File: src/rtl/tlc_phase_fsm_if.sv
// rtl/tlc_phase_fsm_if.sv - handshake between the phase sequencer and the shared phase timer
//   timer_en   : sequencer -> timer, count enable
//   t_max      : sequencer -> timer, terminal count (phase length - 1)
//   timer_done : timer -> sequencer, count has reached t_max
interface tlc_phase_fsm_if #(
    parameter int N = 6
);
    logic         timer_en;
    logic [N-1:0] t_max;
    logic         timer_done;

    modport master (
        output timer_en,
        output t_max,
        input  timer_done
    );

    modport slave (
        input  timer_en,
        input  t_max,
        output timer_done
    );
endinterface

File: src/rtl/tlc_phase_fsm.sv
// rtl/tlc_phase_fsm.sv - phase sequencer for the two-road traffic light with pedestrian walk
//   clk        : clock
//   res        : synchronous active-high reset
//   car_side   : side-road vehicle sensor (level)
//   ped_req    : pedestrian button (pulse or level)
//   flash      : flash/night mode request (level)
//   tmr        : timer handshake (timer_en, t_max out; timer_done in)
//   main_light : main road lamps {R,Y,G}
//   side_light : side road lamps {R,Y,G}
//   walk       : walk lamp
//   state      : current phase code
module tlc_phase_fsm #(
    parameter int N       = 6,
    parameter int T_MG    = 30,
    parameter int T_Y     = 4,
    parameter int T_AR    = 2,
    parameter int T_SG    = 20,
    parameter int T_WALK  = 15,
    parameter int T_FLASH = 1
) (
    input  logic             clk,
    input  logic             res,
    input  logic             car_side,
    input  logic             ped_req,
    input  logic             flash,
    tlc_phase_fsm_if.master  tmr,
    output logic [2:0]       main_light,
    output logic [2:0]       side_light,
    output logic             walk,
    output logic [2:0]       state
);

    typedef enum logic [2:0] {
        MG    = 3'd0,
        MY    = 3'd1,
        AR_A  = 3'd2,
        SG    = 3'd3,
        SY    = 3'd4,
        AR_B  = 3'd5,
        WALK  = 3'd6,
        FLASH = 3'd7
    } phase_t;

    // Terminal counts are one less than the phase length, truncated to the timer width.
    localparam logic [N-1:0] TM_MG    = N'(T_MG - 1);
    localparam logic [N-1:0] TM_Y     = N'(T_Y - 1);
    localparam logic [N-1:0] TM_AR    = N'(T_AR - 1);
    localparam logic [N-1:0] TM_SG    = N'(T_SG - 1);
    localparam logic [N-1:0] TM_WALK  = N'(T_WALK - 1);
    localparam logic [N-1:0] TM_FLASH = N'(T_FLASH - 1);

    phase_t cur;
    phase_t nxt;
    logic   blink;
    logic   blink_nxt;
    logic   car_pend;
    logic   car_nxt;
    logic   ped_pend;
    logic   ped_nxt;
    logic   advance;

    function automatic logic [N-1:0] tmax_of(input phase_t p);
        case (p)
            MG:        return TM_MG;
            MY, SY:    return TM_Y;
            AR_A, AR_B: return TM_AR;
            SG:        return TM_SG;
            WALK:      return TM_WALK;
            default:   return TM_FLASH;
        endcase
    endfunction

    function automatic logic [2:0] main_of(input phase_t p, input logic b);
        case (p)
            MG:      return 3'b001;
            MY:      return 3'b010;
            FLASH:   return b ? 3'b010 : 3'b000;
            default: return 3'b100;
        endcase
    endfunction

    function automatic logic [2:0] side_of(input phase_t p, input logic b);
        case (p)
            SG:      return 3'b001;
            SY:      return 3'b010;
            FLASH:   return b ? 3'b100 : 3'b000;
            default: return 3'b100;
        endcase
    endfunction

    assign tmr.timer_en = ~res;
    assign advance      = tmr.timer_done & tmr.timer_en;
    assign state        = cur;

    always_comb begin
        nxt       = cur;
        blink_nxt = blink;
        if (advance) begin
            if (flash && cur != FLASH) begin
                nxt       = FLASH;
                blink_nxt = 1'b1;
            end else begin
                case (cur)
                    FLASH: begin
                        if (flash) blink_nxt = ~blink;
                        else       nxt       = AR_B;
                    end
                    MG:      nxt = (car_pend || ped_pend) ? MY : MG;
                    MY:      nxt = AR_A;
                    AR_A:    nxt = car_pend ? SG : WALK;
                    SG:      nxt = SY;
                    SY:      nxt = AR_B;
                    AR_B:    nxt = ped_pend ? WALK : MG;
                    WALK:    nxt = MG;
                    default: nxt = MG;
                endcase
            end
        end

        // Requests are served by the phase they ask for; clearing on entry wins over a
        // coincident new request.
        if (nxt == SG && cur != SG) car_nxt = 1'b0;
        else                        car_nxt = car_pend | (car_side & (cur != SG));

        if (nxt == WALK && cur != WALK) ped_nxt = 1'b0;
        else                            ped_nxt = ped_pend | (ped_req & (cur != WALK));
    end

    // Lamp and terminal-count registers are loaded from the next phase so they change on
    // the same edge as the phase itself.
    always_ff @(posedge clk) begin
        if (res) begin
            cur        <= MG;
            blink      <= 1'b1;
            car_pend   <= 1'b0;
            ped_pend   <= 1'b0;
            main_light <= 3'b001;
            side_light <= 3'b100;
            walk       <= 1'b0;
            tmr.t_max  <= TM_MG;
        end else begin
            cur        <= nxt;
            blink      <= blink_nxt;
            car_pend   <= car_nxt;
            ped_pend   <= ped_nxt;
            main_light <= main_of(nxt, blink_nxt);
            side_light <= side_of(nxt, blink_nxt);
            walk       <= (nxt == WALK);
            tmr.t_max  <= tmax_of(nxt);
        end
    end

endmodule
File: src/flat_wrapper.sv
// flat-port wrapper written by rule: the top's interface ports become plain ports
module tlc_phase_fsm_flat 
#(
    parameter int N       = 6,
    parameter int T_MG    = 30,
    parameter int T_Y     = 4,
    parameter int T_AR    = 2,
    parameter int T_SG    = 20,
    parameter int T_WALK  = 15,
    parameter int T_FLASH = 1
)
  (clk, res, car_side, ped_req, flash, main_light, side_light, walk, state, tmr_timer_en, tmr_t_max, tmr_timer_done);
  tlc_phase_fsm_if #(.N(N)) tmr_i ();
  input  logic clk;
  input  logic res;
  input  logic car_side;
  input  logic ped_req;
  input  logic flash;
  output logic [2:0] main_light;
  output logic [2:0] side_light;
  output logic walk;
  output logic [2:0] state;
  output wire logic [$bits(tmr_i.timer_en)-1:0] tmr_timer_en;
  output wire logic [$bits(tmr_i.t_max)-1:0] tmr_t_max;
  input wire logic [$bits(tmr_i.timer_done)-1:0] tmr_timer_done;
  assign tmr_timer_en = tmr_i.timer_en;
  assign tmr_t_max = tmr_i.t_max;
  assign tmr_i.timer_done = tmr_timer_done;
  tlc_phase_fsm #(.N(N), .T_MG(T_MG), .T_Y(T_Y), .T_AR(T_AR), .T_SG(T_SG), .T_WALK(T_WALK), .T_FLASH(T_FLASH)) u_core (.clk(clk), .res(res), .car_side(car_side), .ped_req(ped_req), .flash(flash), .tmr(tmr_i), .main_light(main_light), .side_light(side_light), .walk(walk), .state(state));
endmodule
File: config.mk
export PLATFORM = sky130hd
export DESIGN_NAME = tlc_phase_fsm_flat
export DESIGN_NICKNAME = d
export VERILOG_FILES = /design/src/rtl/tlc_phase_fsm_if.sv /design/src/rtl/tlc_phase_fsm.sv /design/src/flat_wrapper.sv
export SDC_FILE = /design/constraint.sdc
export NUM_CORES = 1
export LEC_CHECK = 0
export CAP_MARGIN = 30
export CORE_MARGIN = 2
export CORE_UTILIZATION = 45
export CTS_CLUSTER_SIZE = 10
export DETAILED_ROUTE_END_ITERATION = 6
export PLACE_DENSITY = 0.75
export SLEW_MARGIN = 20
export SYNTH_ARGS = -nofsm -noshare
export SYNTH_HDL_FRONTEND = slang
export SYNTH_SLANG_ARGS = --single-unit
File: constraint.sdc
create_clock -name clk -period 1.9 [get_ports clk]
set_input_delay 0.57 -clock clk [delete_from_list [all_inputs] [get_ports clk]]
set_output_delay 0.57 -clock clk [all_outputs]
set_load 0.01 [all_outputs]
==> out/results.txt, run 1 <==
The flow ran to the end, and the final reports show no timing, DRC or antenna violations. Type of the worst min-delay path: register to register. Overall power consumption after layout is estimated at 0.840 mW. The logs give 1 for the H-tree depth and 30.9% for the met2 usage. Summed over all layers, the global routing overflow is 0.

For the peak supply drop, the log shows 0.460 mV. Clock tree synthesis selected as its root buffer the cell clkbuf_4. In the layout the commonest cells are 18 x clkdlybuf4s50_1, 14 x buf_4, 14 x dfxtp_1. The power per standard cell area is 707 mW/mm^2.

The xor and xnor area share after synthesis is 2.03%, and the total global-route track usage is 19.1%. The power dissipated by switching net loads was 0.251 mW. The most frequent standard cell in the layout excluding fill and tap cells was clkdlybuf4s50_1.

The number of max-capacitance violations reported is 0, and the switching power as a share of total power is 29.9%. The routed layout has 778 vias. For the number of design rule violations left after detail routing, the log shows 0. The run gives 28.9% as the share of total power in combinational logic. The netlist uses 40 different library cells. Dividing the final minimum period by the clock period gives 97.1%. Core occupancy in the finished layout: 67.4%. The post-synthesis cell type with the largest combined area is dfxtp_1. The via density per instance came out at 5.26. The tools report the type of destination of the critical path as a register. The sequential element share of the synthesized area is 39.5%, and the clock period minus final worst setup slack is 1850 ps. Hold timing on the final database bottoms out at a slack of 554 ps. The floorplan die area was 0.00228 mm^2; the critical-path maximum fanout was 8. The core region is 0.00176 mm^2. The tools report the global placer's final weighted congestion as 0.789.

The count of final hold-check violations is 0. The tools report the setup fix buffers added after clock tree synthesis as 0. At the worst endpoint, the required time is 2080 ps.

The via count of the first global-routing pass is 683, and the post-synthesis mux area share is 2.47%. By startpoint and endpoint, the worst setup path is classified as input port to register. Setup violations remaining at the end of the flow were counted as 0.

The run gives 25.1% as the global routing usage on met1. Of the cells placed in the final design, the portion with a size suffix greater than 1 is 28.5%. Die boundary width: 47.7 um.

After Yosys synthesis, full adders, half adders and majority gates account for 0% of the synthesized area. The combinational family with the most area after synthesis is compound AO/OA/AOI/OAI gates. By area the synthesized netlist is led by dfxtp_1 40%, nor2_1 3.9%, buf_6 3.9%. TritonCTS built the clock tree.

The number of cells after detailed placement is 144, and the post-layout net count is 130. After global routing, the most crowded layer is met2. The run gives 3040 um as the wire length of the first global-routing pass. The run gives 861 um^2 as the post-synth design cell area. Predominant post-synthesis flop cell: dfxtp_1.

The initial antenna violation count is 0. For the CTS sink count, the log shows 17. The fraction of registers with async set or reset after synthesis is 0%. The tools report the sequential fraction of design power as 47.9%. Clock insertion delay at the later pin of the skew report: 290 ps. The tools report the number of DRC violations after detailed-routing iteration 0 as 31. Arrival time of data at the critical path endpoint: 2030 ps.

The share of synthesized cell area in and, or, nand and nor gates came out at 22.2%. The final-report max-slew violation count was 0; the top achievable clock speed was 542 MHz. Setup repair after global routing left no endpoint under its margin.

Clock network fraction of total power: 23.1%. The repair_antennas step left the layout with diodes totalling 0. Starting density of the core: 48.8%. After the flow finishes, the layout carries non-filler instances totaling 148. In the final routed layout, each cell accounts on average for 13.0 um. Clock-pin slew was measured on the worst setup and hold paths at 100 ps. The logs give 5.28% for the met3 routing resource usage after global routing and 1470 um for the HPWL reported at the end of detailed placement. Internal power comes to 0.589 mW.

The count of synthesis-stage warnings from yosys came out at 0. The synthesized netlist devotes 23.0% of its cell area to compound gates. In this run the remaining antenna-violating nets after routing total 0.

Pin placement for this block handled 23 I/O pins. Counting flops with a built-in enable in the synthesized netlist gives 0. The leakage power of the design was 0.463 nW; the area overhead of the layout relative to synthesis was 38.1%. For this design, the CTS-stage hold fixing added 0 buffers. The total clock buffers created by CTS was 3; the pin count of the biggest net entering global routing was 12.

The first detailed-routing pass ran for 5 iterations. The worst setup path is launched from an input port. The number of nets in the synthesized netlist is 99.

The overall die height is 47.7 um, and the instance count of the mapped netlist is 93. The count of buffers added on input and output ports is 21. In this run the biggest area consumer among cell types represents 39.5% of the synthesized area. Clock skew on the completed layout was measured at 1.03 ps. For this block, the routed nets add up to 1930 um of wire. The synthesized design contains 17 register bits.

In this run the mean area of a mapped cell was 9.26 um^2. The longest clock path from root to sink contains 2 buffers. The initialized floorplan defines 15 standard-cell rows.
-- stage by stage --
| stage | setup TNS [ps] | area (um^2) | worst slack (ps) |
|---|---|---|---|
| after global routing | 0 | 1190 | 2.03 |
| after detailed placement | -4890 | 1130 | -386 |
| after CTS | 0 | 1180 | 24.8 |
| after floorplan | 0 | 861 | 301 |
| final | 0 | 1190 | 54.8 |
| after global placement | -4230 | 1130 | -381 |
-- sequential cells by signal, summed over array words and instances, names as in the netlist --
name               count
u_core.tmr.t_max       4
u_core.main_light      3
u_core.side_light      3
u_core.state           3
u_core.blink           1
u_core.car_pend        1
u_core.ped_pend        1
u_core.walk            1
-- cells in the mapped netlist, drive strengths merged (2+ instances only) --
cell type  count
nor3           4
o22ai          2
nor2          10
o21bai         2
dfxtp         17
nand2          6
and2           2
a211oi         2
nand3          2
buf            9
a31oi          3
nand2b         3
xnor2          2
inv            4
o21ai          5
a21oi          3
o21a           2
-- power by group through the flow --
| stage | logic, mW | clock network [mW] | registers, mW |
|---|---|---|---|
| 6_report | 0.243 | 0.194 | 0.403 |
| 5_1_grt | 0.264 | 0.216 | 0.407 |
| 4_1_cts | 0.242 | 0.196 | 0.402 |
| 3_5_place_dp | 0.236 | 0 | 0.410 |
| 3_3_place_gp | 0.230 | 0 | 0.410 |
| 2_1_floorplan | 0.133 | 0 | 0.416 |
-- final cells by class --
cell class / instances / area [um^2]
flip-flops and latches: 17 / 347
clock inverters: 1 / 5.00
repair buffers: 35 / 315
fillers: 158 / 576
well taps: 25 / 31.3
inverters: 4 / 15.0
multi-input cells: 63 / 453
clock buffers: 3 / 22.5
-- what timing repair did --
action,CTS,global route
pin swaps,0,1
gates resized for setup,9,3
endpoints found under the setup margin,12,4
endpoints found under the hold margin,0,0
-- final timing paths --
path / cells after the start / to / slack, ps / startpoint
setup / recovery: 6 / u_core.car_pend$_SDFF_PP0_ / 50 / flash
hold / removal: 2 / u_core.car_pend$_SDFF_PP0_ / 550 / u_core.car_pend$_SDFF_PP0_
setup reg to reg: 5 / u_core.car_pend$_SDFF_PP0_ / 380 / u_core.state[2]$_SDFF_PP0_
hold reg to reg: 2 / u_core.car_pend$_SDFF_PP0_ / 550 / u_core.car_pend$_SDFF_PP0_
-- metal layers --
metal / part of all wire (%) / wire (um)
met1: 42 / 817
met3: 5.4 / 104
met2: 50 / 967
met4: 1.8 / 35
met5: 0 / 0
-- worst max-delay path: stages --
cell and delay [ps]:
clkdlybuf4s50_1 480, and3b_2 280, a31oi_4 180, nand2_2 160, nor4b_2 290, nor3_1 70
-- cells by family (layout without fill, tap and decap cells) --
family	after synthesis	after routing
multiplexers	2	2
other	1	1
flip-flops	17	17
XOR/XNOR	2	2
AO/OA/AOI/OAI	24	24
AND/OR/NAND/NOR	34	34
buffers and inverters	13	43
(Power assumes the default switching activity.)
==> run 2, diff against run 1 <==
--- a/config.mk
+++ b/config.mk
@@ -10,8 +10,8 @@
 export CORE_UTILIZATION = 45
 export CTS_CLUSTER_SIZE = 10
 export DETAILED_ROUTE_END_ITERATION = 6
-export PLACE_DENSITY = 0.75
-export SLEW_MARGIN = 20
+export PLACE_DENSITY_LB_ADDON = 0.1
+export SLEW_MARGIN = 5
 export SYNTH_ARGS = -nofsm -noshare
 export SYNTH_HDL_FRONTEND = slang
 export SYNTH_SLANG_ARGS = --single-unit
==> out/results.txt, run 2 (same netlist as run 1, synthesis figures left out) <==
The overall die height is 47.7 um (unchanged). The met2 usage is 28.8% (-2.1 points), and the worst-case setup slack after placement is -378 ps (+8.54 ps). The cell-internal power was 0.602 mW (+2.3%). The worst setup path is launched from an input port. The type of destination of the critical path is a register. The tools report the clock network fraction of total power as 22.4% (-0.7 points).

The worst setup path is of the input port to register kind. The startpoint identified for the worst hold timing path is u_core.blink$_SDFF_PP1_. The cts-stage hold buffer count is 0 (unchanged). The launch point of the critical path is tmr_timer_done. The slowest cell on the critical path was clkdlybuf4s50_1. The run gives 24 (-23%) as the number of DRC violations after detailed-routing iteration 0. The tools report the area after detailed placement as 0.00117 mm^2 (+3.3%). The tools report the root buffer cell as clkbuf_4.

For the number of max-capacitance violations reported, the log shows 0 (unchanged). The tools report the met3 routing resource usage after global routing as 5.66% (+0.38 points). The path class of the tightest hold or removal check is register to register. The power per standard cell area is 690 mW/mm^2 (-2.4%). The count of vias placed by the detailed router was 786 (+1.0%).

The logs give 2 (unchanged) for the maximum clock path buffer count and 1370 um (-6.6%) for the HPWL reported at the end of detailed placement. Number of input and output port buffers inserted: 21 (unchanged). The footprint of the flip-flops and latches is 345 um^2 (-0.36%), and the post-route fraction of the period consumed by the critical path is 98.5% (+1.4 points). For the CTS sink count, the log shows 17 (unchanged). The logs give 0.00123 mm^2 (+3.5%) for the area of all placed cells without fillers and 0.246 mW (-2.0%) for the power dissipated by switching net loads. The clock insertion delay at the later pin of the skew report came out at 290 ps (about the same).

The critical-path maximum fanout works out to 12 (+4). The area growth from synthesis to layout is 42.9%. The number of fillers in the final layout is 155 (-1.9%), and the post-layout net count is 136 (+4.6%). The average routed wire per standard cell is 12.8 um (-1.9%). For the final-report max-slew violation count, the log shows 0 (unchanged). For the starting density of the core, the log shows 48.8% (unchanged). The most frequent standard cell in the layout excluding fill and tap cells was buf_4. The fraction of layout cells with a size suffix above 1 was 31.0% (+2.6 points). TritonCTS built the clock tree. The pin count of the biggest net entering global routing was 14 (+2). The top cell types in the final layout, fill and taps aside, are 20 x buf_4, 18 x clkdlybuf4s50_1, 15 x dfxtp_1.

For the row count, the log shows 15 (unchanged). The via density per instance is 5.10 (-2.9%). The switching power as a share of total power was 29.0% (-0.90 points). For the total global-route track usage, the log shows 18.9% (-0.20 points).

The tools report the arrival time of data at the critical path endpoint as 2050 ps (+20 ps). The tools report the sequential fraction of design power as 47.1% (-0.8 points). Number of detailed-routing iterations run before antenna repair: 6 (+1). The clock period minus final worst setup slack is 1870 ps (+26.2 ps). The largest clock skew in the final design came out at 6.41 ps (+5.38 ps). The worst register-to-register path begins at u_core.state[0]$_SDFF_PP0_. The clock-pin transition on the worst setup and hold timing paths was 100 ps (about the same); the H-tree depth was 1 (unchanged). The tools report the required time of the critical path as 2080 ps (about the same). The total clock buffers created by CTS came out at 3 (unchanged). Ranked by flip-flop count, first place goes to u_core.tmr.t_max.

The number of inserted diodes was 0 (unchanged); the routed wire length was 1970 um (+2.1%). The count of pins on the block boundary is 23 (unchanged). The global routing usage on met1 was 25.3% (+0.28 points); the leakage power of the design was 0.483 nW (+4.4%). The top achievable clock speed is 534 MHz (-1.4%), and the number of flip-flops under the largest register name is 4 (unchanged).

The final setup violation count is 0 (unchanged), and the placeable core area is 0.00176 mm^2 (unchanged). The number of design rule violations left after detail routing was 0 (unchanged). The die boundary width was 47.7 um (unchanged). The final setup slack of the worst path was 28.5 ps (-26.2 ps); the count of final hold-check violations was 0 (unchanged).

The tools report the remaining global-route overflow as 0 (unchanged). The multi-input gate area in the final layout is 455 um^2 (+0.55%). Walking the worst path, the cells encountered are clkdlybuf4s50_1 > nand2b_4 > a31oi_1 > o21ai_4 > nor4b_2 > nor3_1. The delay contributed by the slowest stage of the critical path works out to 540 ps (+60 ps).

For the antenna violation net count after detailed routing, the log shows 0 (unchanged). The peak supply drop is 0.673 mV (+46%). The initial antenna violation count was 0 (unchanged); the via count of the first global-routing pass was 666 (-2.5%).

The flow ran to the end, and the final reports show no timing, DRC or antenna violations. Share of total power in combinational logic: 30.4% (+1.5 points). Layer with the highest usage after global routing: met2. The floorplan die area came out at 0.00228 mm^2 (unchanged). The global placer's final weighted congestion was 0.782 (-0.98%); the wire length of the first global-routing pass was 2960 um (-2.7%).
[run 2: cell type report]
| type | instances | area share [%] |
|---|---|---|
| well taps | 25 | 2.54 |
| repair buffers | 41 | 29.0 |
| multi-input cells | 63 | 37.0 |
| inverters | 4 | 1.22 |
| flip-flops and latches | 17 | 28.1 |
| clock buffers | 4 | 2.14 |
[run 2: worst paths after layout]
path,to,slack [ps],depth (start not counted)
worst min-delay path,u_core.blink$_SDFF_PP1_,550,2
worst max register to register,u_core.tmr.t_max[3]$_SDFF_PP1_,370,6
worst max-delay path,u_core.car_pend$_SDFF_PP0_,30,6
worst min register to register,u_core.blink$_SDFF_PP1_,550,2
[run 2: timing repair]
| action | 4_1_cts | 5_1_grt |
|---|---|---|
| pin swaps | 0 | 0 |
| resized for setup | 5 | 7 |
| cloned | 0 | 0 |
| setup buffers | 0 | 1 |
| endpoints found under the setup margin | 11 | 11 |
| endpoints found under the hold margin | 0 | 0 |
[run 2: critical path, delay by kind of cell]
family	cells	cell delay, ps
buffers and inverters	1	540
and+or+nand+nor	3	470
AOI/OAI and AO/OA	2	470
[run 2: power groups by stage]
stage	Sequential (mW)	Combinational [mW]	Clock, mW
CTS	0.400	0.247	0.197
global placement	0.407	0.245	0
floorplan	0.416	0.133	0
global route	0.403	0.281	0.212
finish	0.400	0.258	0.190
detailed placement	0.408	0.249	0
[run 2: metrics by stage]
step / hold WS (ps) / std cells / utilization [%] / TNS (ps) / total power, mW
after floorplan: 477 / 93 / - / 0 / 0.549
after global placement: 506 / 149 / 66.4 / -4210 / 0.652
after detailed placement: 521 / 149 / 66.4 / -4770 / 0.657
after CTS: 549 / 153 / 67.8 / 0 / 0.844
after global routing: 607 / 154 / 69.7 / -93.2 / 0.896
final: 548 / 154 / 69.7 / 0 / 0.849
[run 2: per-layer routing]
metal | part of all wire (%) | vias up
met5 | 0 | -
met4 | 1.5 | 0
met3 | 3.9 | 5
met2 | 50 | 19
met1 | 44 | 367
li1 | - | 395
==> run 3, diff against run 2 <==
--- a/config.mk
+++ b/config.mk
@@ -11,6 +11,7 @@
 export CTS_CLUSTER_SIZE = 10
 export DETAILED_ROUTE_END_ITERATION = 6
 export PLACE_DENSITY_LB_ADDON = 0.1
+export SKIP_CTS_REPAIR_TIMING = 1
 export SLEW_MARGIN = 5
 export SYNTH_ARGS = -nofsm -noshare
 export SYNTH_HDL_FRONTEND = slang
==> out/results.txt, run 3 (same netlist as run 1, synthesis figures left out) <==
Slowest cell on the critical path: clkdlybuf4s50_1. The HPWL reported at the end of detailed placement was 1370 um (unchanged). The area of all placed cells without fillers was 0.00126 mm^2 (+2.1%).

The post-layout net count was 137 (+0.74%); the routed wire length was 2120 um (+7.8%). The top cell types in the final layout, fill and taps aside, are 20 x buf_4, 18 x clkdlybuf4s50_1, 15 x dfxtp_1. The delay contributed by the slowest stage of the critical path came out at 550 ps (about the same).

The flow ran to the end, and the final reports show no timing, DRC or antenna violations. The run gives 0.862 mW (+1.6%) as the overall power of the completed layout. The average routed wire per standard cell is 13.7 um (+7.1%). The number of detailed-routing iterations run before antenna repair came out at 4 (-2). The tools report the wire length of the first global-routing pass as 2970 um (+0.24%).

The clock insertion delay at the later pin of the skew report was 300 ps (about the same). The cell family contributing the most delay on the critical path is buffers and inverters. For the peak supply drop, the log shows 0.672 mV (about the same). Number of input and output port buffers inserted: 21 (unchanged).

For the antenna violation net count after detailed routing, the log shows 0 (unchanged). The number of inserted diodes is 0 (unchanged). The startpoint type of the worst setup path is a register. The logs give 2 (unchanged) for the maximum clock path buffer count and 1270 ps (-780 ps) for the arrival time of data at the critical path endpoint. Global placer's final weighted congestion: 0.782 (unchanged). The count of vias placed by the detailed router is 822 (+4.6%), and the power per standard cell area is 686 mW/mm^2 (-0.56%). The type of destination of the critical path was a primary output. Largest clock skew in the final design: 11.4 ps (+4.99 ps).

The CTS sink count was 17 (unchanged); the pin count of the biggest net entering global routing was 14 (unchanged). The placeable core area came out at 0.00176 mm^2 (unchanged). The tools report the total clock buffers created by CTS as 3 (unchanged). The register bank with the most flops is u_core.tmr.t_max.

For the number of max-capacitance violations reported, the log shows 0 (unchanged). CTS placed an instance of clkbuf_4 at the clock tree root. The post-route fraction of the period consumed by the critical path is 97.0% (-1.5 points). The tightest min-delay check is of the input port to register type. The leakage power of the design is 0.513 nW (+6.3%).

For the count of pins on the block boundary, the log shows 23 (unchanged). The required time of the critical path is 1330 ps (-750 ps), and the total global-route track usage is 18.9% (unchanged). The final setup violation count was 0 (unchanged); the number of fillers in the final layout was 141 (-9.0%). Via density per instance: 5.30 (+3.9%). The initial antenna violation count came out at 0 (unchanged). The run gives 940 um (+8.2%) as the met1 wire length. The fraction of layout cells with a size suffix above 1 came out at 32.3% (+1.3 points). The number of flip-flops under the largest register name is 4 (unchanged). The clock-pin transition on the worst setup and hold timing paths works out to 100 ps (about the same). The die boundary width came out at 47.7 um (unchanged). The critical path goes through clkdlybuf4s50_1.

The detailed router used layers up to and including met4. The count of buffer and inverter cells on the critical path is 1 (unchanged). The area after detailed placement is 0.00117 mm^2 (unchanged).

The most frequent standard cell in the layout excluding fill and tap cells was buf_4. The via count of the first global-routing pass is 672 (+0.90%), and the floorplan die area is 0.00228 mm^2 (unchanged). The clock period minus final worst setup slack is 1840 ps (-28.0 ps). The run gives 108 um (+40%) as the met3 wirelength from detailed routing. Compared with the post-synthesis result, the final layout area differs by 45.9%. The run gives 542 MHz (+1.5%) as the top achievable clock speed. Row count: 15 (unchanged).

Category of the most critical setup path: register to primary output. The tools report the number of DRC violations after detailed-routing iteration 0 as 17 (-29%). The run gives 0 (unchanged) as the final-report max-slew violation count. TritonCTS built the clock tree. The overall die height is 47.7 um (unchanged). For the count of final hold-check violations, the log shows 0 (unchanged).

The wire length on met2 was 1020 um (+3.6%). The critical-path maximum fanout is 10 (-2). The logs give 0 (unchanged) for the remaining global-route overflow and 0 (unchanged) for the number of design rule violations left after detail routing. The starting density of the core was 48.8% (unchanged); the H-tree depth was 1 (unchanged).
==> run 3: path summary, 6_finish.rpt <==
kind	depth (start not counted)	to	startpoint	slack (ps)
setup / recovery	1	state[2]	u_core.state[2]$_SDFF_PP0_	60
hold / removal	2	u_core.ped_pend$_SDFF_PP0_	res	560
setup reg to reg	6	u_core.tmr.t_max[3]$_SDFF_PP1_	u_core.state[0]$_SDFF_PP0_	360
hold reg to reg	2	u_core.blink$_SDFF_PP1_	u_core.blink$_SDFF_PP1_	570
==> run 3: layout make-up <==
| class | instances | area [um^2] | share of cell area (%) |
|---|---|---|---|
| Clock buffer | 4 | 26.3 | 2.09 |
| Inverter | 4 | 15.0 | 1.20 |
| Sequential cell | 17 | 345 | 27.5 |
| Multi-Input combinational cell | 64 | 470 | 37.5 |
| Tap cell | 25 | 31.3 | 2.49 |
| Timing Repair Buffer | 41 | 368 | 29.3 |
==> run 3: report_power, final <==
part | leakage, nW | total [mW] | switching, mW | internal (mW)
Clock | 0.0150 | 0.195 | 0.113 | 0.0818
Combinational | 0.357 | 0.267 | 0.126 | 0.141
Sequential | 0.141 | 0.400 | 0.0166 | 0.384
==> run 3: layer usage <==
metal / GRT usage, % / up-vias
li1: - / 400
met1: 25.3 / 386
met2: 28.8 / 29
met3: 5.66 / 7
met4: 6.49 / 0
met5: 0 / -
==> run 3: metrics by stage <==
step / worst slack, ps / util [%] / hold slack (ps) / std cells / TNS [ps]
2_1_floorplan: 301 / - / 477 / 93 / 0
3_3_place_gp: -352 / 66.4 / 506 / 149 / -4210
3_5_place_dp: -378 / 66.4 / 521 / 149 / -4770
4_1_cts: -373 / 67.9 / 549 / 153 / -847
5_1_grt: -2.01 / 71.2 / 588 / 155 / -2.01
6_report: 56.6 / 71.2 / 564 / 155 / 0
==> run 3: worst reg2reg max path: stages (launching register included) <==
cell      delay, ps
dfxtp_1         310
buf_4           190
o21bai_2        230
a31oi_4         210
and2_2          240
nand2_1          60
a31o_1          220
